===== config.mk =====
export PLATFORM = sky130hd
export DESIGN_NAME = aes_mask_refresh
export DESIGN_NICKNAME = d
export VERILOG_FILES = /design/src/rtl/aes_mask_refresh_pkg.sv /design/src/rtl/aes_mask_refresh_ent_word_filter.sv /design/src/rtl/aes_mask_refresh.sv
export SDC_FILE = /design/constraint.sdc
export NUM_CORES = 1
export LEC_CHECK = 0
export BUFFER_PORTS_ARGS = -buffer_cell sky130_fd_sc_hd__clkbuf_2
export CAP_MARGIN = 20
export CORE_MARGIN = 1.5
export CORE_UTILIZATION = 51
export DETAILED_ROUTE_END_ITERATION = 16
export GPL_ROUTABILITY_DRIVEN = 0
export PLACE_DENSITY = 0.83
export SETUP_SLACK_MARGIN = 0.02
export SLEW_MARGIN = 20
export SYNTH_ARGS = -nofsm -noshare
export SYNTH_HDL_FRONTEND = slang
export SYNTH_SLANG_ARGS = --single-unit

===== constraint.sdc =====
create_clock -name clk -period 1.7 [get_ports clk]
set_input_delay 0 -clock clk [delete_from_list [all_inputs] [get_ports clk]]
set_output_delay 0 -clock clk [all_outputs]
set_load 0.02 [all_outputs]

===== src/rtl/aes_mask_refresh_pkg.sv =====
// Shared types and sizes for the masked S-box mask refresh controller.
package aes_mask_refresh_pkg;

  localparam int NUM_BYTES = 16;
  localparam int MASK_W    = 8 * NUM_BYTES;

  typedef logic [7:0] mask_byte_t;
  typedef mask_byte_t mask_vec_t [0:NUM_BYTES-1];

  typedef enum logic [2:0] {
    ST_IDLE,
    ST_COLLECT,
    ST_COMMIT,
    ST_WAIT_DONE,
    ST_READY
  } mask_fsm_e;

endpackage


===== src/rtl/aes_mask_refresh_ent_word_filter.sv =====
// Entropy word screen: flags words containing a zero byte and splits the
// handshake into an accept strobe and a reject strobe.
module aes_ent_word_filter
  import aes_mask_refresh_pkg::*;
#(
  parameter int ENT_W       = 32,
  parameter bit REJECT_ZERO = 1'b1
) (
  input  logic             valid,
  input  logic             ready,
  input  logic [ENT_W-1:0] data,
  output logic             accept,
  output logic             reject
);

  logic has_zero;

  always_comb begin
    has_zero = 1'b0;
    for (int i = 0; i < ENT_W / 8; i++) begin
      if (data[8*i +: 8] == mask_byte_t'(0)) has_zero = 1'b1;
    end
  end

  // A zero mask byte would leave that S-box byte effectively unmasked.
  assign accept = valid && ready && !(REJECT_ZERO && has_zero);
  assign reject = valid && ready && REJECT_ZERO && has_zero;

endmodule


===== src/rtl/aes_mask_refresh.sv =====
// Draws entropy, assembles 16 combined mask bytes, commits them atomically and
// sequences the table precompute stage (start pulse, done wait with timeout).
module aes_mask_refresh
  import aes_mask_refresh_pkg::*;
#(
  parameter int ENT_W       = 32,
  parameter bit REJECT_ZERO = 1'b1,
  parameter int TIMEOUT     = 64
) (
  input  logic              clk,
  input  logic              rst_n,
  input  logic              refresh_req_i,
  input  logic              enc_dec_i,
  input  logic              ent_valid_i,
  input  logic [ENT_W-1:0]  ent_data_i,
  output logic              ent_ready_o,
  output logic [MASK_W-1:0] mc_o,
  output logic              enc_dec_o,
  output logic              pc_start_o,
  input  logic              pc_done_i,
  output logic              ready_o,
  output logic              busy_o,
  output logic              error_o,
  output logic [7:0]        rej_cnt_o
);

  localparam int NUM_WORDS = MASK_W / ENT_W;
  localparam int WCW       = $clog2(NUM_WORDS) + 1;
  localparam int TW        = $clog2(TIMEOUT + 1);

  mask_fsm_e         state_q, state_d;
  logic [WCW-1:0]    wcnt_q;
  logic [TW-1:0]     tmo_q;
  logic [MASK_W-1:0] staging_q, staging_d;
  logic              dir_q;
  logic              accept, reject;
  logic              req_take, last_word, done_ok, tmo_last;
  logic              busy_d, ready_d, start_d, ent_rdy_d;

  aes_ent_word_filter #(
    .ENT_W       (ENT_W),
    .REJECT_ZERO (REJECT_ZERO)
  ) u_filter (
    .valid  (ent_valid_i),
    .ready  (ent_ready_o),
    .data   (ent_data_i),
    .accept (accept),
    .reject (reject)
  );

  assign req_take  = refresh_req_i && (state_q == ST_IDLE || state_q == ST_READY);
  assign last_word = accept && (wcnt_q == WCW'(NUM_WORDS - 1));
  // Done is untrusted in the first WAIT_DONE cycle (tmo_q == 0).
  assign done_ok   = (state_q == ST_WAIT_DONE) && (tmo_q != '0) && pc_done_i;
  assign tmo_last  = (state_q == ST_WAIT_DONE) && (tmo_q == TW'(TIMEOUT - 1));

  always_ff @(posedge clk or negedge rst_n) begin
    if (!rst_n) state_q <= ST_IDLE;
    else        state_q <= state_d;
  end

  always_comb begin
    state_d = state_q;
    case (state_q)
      ST_IDLE, ST_READY: if (refresh_req_i) state_d = ST_COLLECT;
      ST_COLLECT:        if (last_word) state_d = ST_COMMIT;
      ST_COMMIT:         state_d = ST_WAIT_DONE;
      ST_WAIT_DONE: begin
        if (done_ok)       state_d = ST_READY;
        else if (tmo_last) state_d = ST_IDLE;
      end
      default:           state_d = ST_IDLE;
    endcase
  end

  // Outputs are decoded from the next state and registered so they are glitch-free.
  always_comb begin
    busy_d    = (state_d == ST_COLLECT) || (state_d == ST_COMMIT) || (state_d == ST_WAIT_DONE);
    ready_d   = (state_d == ST_READY);
    start_d   = (state_d == ST_COMMIT);
    ent_rdy_d = (state_d == ST_COLLECT);
  end

  always_ff @(posedge clk or negedge rst_n) begin
    if (!rst_n) begin
      busy_o      <= 1'b0;
      ready_o     <= 1'b0;
      pc_start_o  <= 1'b0;
      ent_ready_o <= 1'b0;
    end else begin
      busy_o      <= busy_d;
      ready_o     <= ready_d;
      pc_start_o  <= start_d;
      ent_ready_o <= ent_rdy_d;
    end
  end

  always_comb begin
    staging_d = staging_q;
    for (int w = 0; w < NUM_WORDS; w++) begin
      if (wcnt_q == WCW'(w)) staging_d[w*ENT_W +: ENT_W] = ent_data_i;
    end
  end

  // mc_o/enc_dec_o load on the edge into COMMIT so they are valid alongside pc_start_o.
  always_ff @(posedge clk or negedge rst_n) begin
    if (!rst_n) begin
      wcnt_q    <= '0;
      tmo_q     <= '0;
      staging_q <= '0;
      dir_q     <= 1'b0;
      mc_o      <= '0;
      enc_dec_o <= 1'b0;
      error_o   <= 1'b0;
      rej_cnt_o <= 8'd0;
    end else begin
      if (req_take) begin
        wcnt_q    <= '0;
        rej_cnt_o <= 8'd0;
        error_o   <= 1'b0;
        dir_q     <= enc_dec_i;
      end
      if (accept) begin
        wcnt_q    <= wcnt_q + WCW'(1);
        staging_q <= staging_d;
      end
      if (reject && rej_cnt_o != 8'hFF) rej_cnt_o <= rej_cnt_o + 8'd1;
      if (last_word) begin
        mc_o      <= staging_d;
        enc_dec_o <= dir_q;
      end
      if (state_q == ST_COMMIT)         tmo_q <= '0;
      else if (state_q == ST_WAIT_DONE) tmo_q <= tmo_q + TW'(1);
      if (tmo_last && !done_ok) error_o <= 1'b1;
    end
  end

endmodule


==> results.py <==
metrics = {
    "floorplan": {
        "initial_core_util": 0.5185,
        "fp.dieArea_um2": 23090,
        "core_um2": 21820,
        "die_h_um": 152.0,
        "die_x_um": 152.0,
        "io_pins": 180,
        "rows": 54,
    },
    "placed_design": {
        "place_ws_ns": -0.2358,
        "dp.cells": 1253,
        "hpwl_um": 16450,
        "portBuffers": 179,
    },
    "logic_synthesis": {
        "synth_edf_count": 0,
        "yosysWarnings": 0,
        "yosys.area_share.adder": 0.008846,
        "syn_inst": 748,
        "synth_top_family_by_area": "multiplexers",
        "avgSynthCellArea_um2": 15.13,
        "synth-seq-area-share": 0.5573,
        "synth_nets": 794,
        "synth-compound-area-share": 0.02134,
        "synth_area_um2": 11320,
        "synth-async-reset-ratio": 1.000,
        "synthMuxAreaShare": 0.3416,
        "synth_simple_gate_area_share": 0.04213,
        "synth-seq-cells": 252,
        "synthXorXnorAreaFrac": 0,
        "synthFlopType": "dfrtp_1",
        "ys_types": 43,
    },
    "finish": {
        "fin_cells": 1370,
        "layout-drive-gt1-share": 0.6266,
        "nets": 1121,
        "syn_to_final_growth_pct": 35.46,
        "diodes": 0,
        "nFillCells": 1409,
        "utilization": 0.7024,
    },
    "worst_setup_path": {
        "critPathMaxFanout": 6,
        "worst-setup-path-type": "register to register",
        "cp_num_buf_inv": 3,
        "crit_arrival_ns": 2.28,
        "cpMostUsedCell": "buf_12",
        "start_kind": "register",
        "crit_slowest_cell": "dfrtp_1",
        "crit_family": "buffers and inverters",
        "cp_slowest_stage_delay_ns": 0.40,
        "required_ns": 2.09,
        "endpoint_kind": "register",
        "crit_chain": "ha_2, ha_4, nand3_4, nor2_4, buf_12, buf_12, clkbuf_16, mux2_4",
    },
    "sta": {
        "fmax_mhz": 530.8,
        "setup_viol": 217,
        "rsz0062_at_grt": "yes",
        "finalHoldViolations": 0,
        "skew_ns": 0.01036,
        "slew_headroom": 0.6319,
        "post-route-period-util": 1.108,
        "post-route-min-period_ns": 1.884,
        "hold_ws_ns": 0.02452,
        "worst_pin_slew_ns": 0.5471,
        "timing.final.ws_setup_ns": -0.1840,
        "maxSlewViolCount": 0,
    },
    "drt": {
        "avgRoutedWirePerCell_um": 20.90,
        "drt_pass1_iterations": 4,
        "ant_nets": 0,
        "routed_wl_um": 28630,
        "drc": 0,
        "drt_iter0_drc": 302,
        "detail_route.vias_per_cell": 5.466,
        "vias": 7489,
    },
    "power": {
        "peakVddDrop_mv": 1.126,
        "powerDensity_nw_per_um2": 1844,
        "power.total_uw": 28270,
        "p_leak_uw": 0.007225,
    },
    "global_routing": {
        "grt_overflow": 0,
        "grt_pass1_wl_um": 44380,
        "grt_max_degree": 64,
        "grt_usage": 0.2408,
        "antenna_found_initial": 0,
        "grt_pass1_vias": 7853,
    },
    "outcome": {
        "violations": "setup timing",
        "status": "finished with violations",
    },
    "cts": {
        "cts_tree": "built",
        "clkSinkCount": 252,
        "cts_buffers": 26,
        "htree_levels": 1,
        "root_buffer": "clkbuf_16",
        "clock_latency_ns": 0.52,
        "cts_buffer_depth": 3,
        "path_clk_slew_ns": 0.06,
    },
    "run": {
        "max_cap_violations": 0,
    },
    "hold_path": {
        "hp-class": "input port to asynchronous set/reset pin",
    },
}
-- power by group --
group          leakage (uW)  total, uW  internal [uW]  switching [uW]
Clock              0.000403       5670           3320            2350
Combinational       0.00369      12300           6640            5610
Sequential          0.00313      10300           8690            1660
-- stage by stage --
step	instance area [um^2]	setup TNS, ns
after floorplan	11420	-1.204
after global placement	13170	-26.98
after detailed placement	13170	-35.99
after CTS	15070	-20.18
after global routing	15330	-35.96
final	15330	-23.61
-- synth_stat cells, types with 6 or more instances --
| master | instances | area (um^2) |
|---|---|---|
| mux2_2 | 261 | 2939 |
| ha_1 | 8 | 100.1 |
| nand3_1 | 11 | 55.05 |
| dfrtp_1 | 252 | 6306 |
| nand2_1 | 25 | 93.84 |
| nor4_1 | 9 | 56.30 |
| mux2_4 | 53 | 795.8 |
| inv_1 | 10 | 37.54 |
| buf_2 | 9 | 45.04 |
| mux2_1 | 8 | 90.09 |
| buf_8 | 6 | 90.09 |
| clkbuf_1 | 11 | 41.29 |
| buf_6 | 10 | 112.6 |
| o21ai_0 | 9 | 45.04 |
| nor2_1 | 9 | 33.78 |
-- what timing repair did --
action	4_1_cts	5_1_grt
cloned	12	6
resized for setup	52	39
hold buffers	38	0
endpoints found under the hold margin	418	0
pin swaps	7	3
endpoints found under the setup margin	239	241
buffers inserted	16	5
-- flip-flops by register name, summed over array words and instances, names as in the netlist, 3 cells and up --
register and cells:
tmo_q 7, wcnt_q 3, rej_cnt_o 8, staging_q 96, mc_o 128, state_q 3
-- cells in the final DEF, fill, tap and decap left out, drive strengths merged, types with 2 or more instances in the layout --
cell type / netlist / final
a21bo: 2 / 2
a21o: 4 / 4
a21oi: 2 / 2
and2: 3 / 3
and3: 3 / 3
buf: 25 / 113
bufinv: 0 / 2
clkbuf: 11 / 217
clkinv: 0 / 3
clkinvlp: 0 / 4
dfrtp: 252 / 252
dlygate4sd3: 0 / 38
ha: 8 / 8
inv: 10 / 11
mux2: 322 / 322
mux2i: 4 / 4
nand2: 25 / 25
nand2b: 3 / 3
nand3: 11 / 11
nand3b: 3 / 3
nor2: 10 / 10
nor2b: 4 / 4
nor3: 6 / 6
nor4: 9 / 9
o211a: 2 / 2
o211ai: 2 / 2
o21a: 2 / 2
o21ai: 10 / 10
o31ai: 3 / 3
o41ai: 2 / 2
-- worst register-to-register path, cell delays in order, from the launching register on --
cell and delay [ns]:
dfrtp_1 0.40, ha_2 0.22, ha_4 0.14, nand3_4 0.08, nor2_4 0.14, buf_12 0.17, buf_12 0.15, clkbuf_16 0.16
mux2_4 0.30
-- cells by family after synthesis --
logic type | count (synthesis)
AOI/OAI and AO/OA | 34
muxes | 326
and+or+nand+nor | 82
DFF | 252
adders and majority gates | 8
buffers and inverters | 46
-- routing by layer --
| layer | global-route usage | share of wire | routed length (um) |
|---|---|---|---|
| met5 | 0 | 0 | 0 |
| met1 | 0.3292 | 0.44 | 12570 |
| met2 | 0.4053 | 0.50 | 14330 |
| met3 | 0.03423 | 0.040 | 1134 |
| met4 | 0.06241 | 0.021 | 594 |
-- path summary, 6_finish.rpt --
check	start	endpoint	slack, ns	cells past startpoint
min in group clk	refresh_req_i	state_q[2]	0.38	4
worst min-delay path	rst_n	mc_o[90]	0.02	2
worst max-delay path	wcnt_q[1]	mc_o[48]	-0.18	8
worst min register to register	dir_q	dir_q	0.48	2
worst max register to register	wcnt_q[1]	mc_o[48]	-0.18	8
max in group asynchronous	rst_n	staging_q[40]	1.02	3
-- area by class of cell --
class | instances | area (um^2) | area share
tap | 280 | 350.3 | 0.02286
timing repair buffer | 335 | 2820 | 0.1840
sequential | 252 | 6310 | 0.4116
clock buffer | 33 | 728.2 | 0.04751
clock inverter | 10 | 117.6 | 0.007673
inverter | 10 | 37.54 | 0.002449
multi-input combinational | 450 | 4965 | 0.3239
No activity file was read; power rests on OpenSTA's default activity.
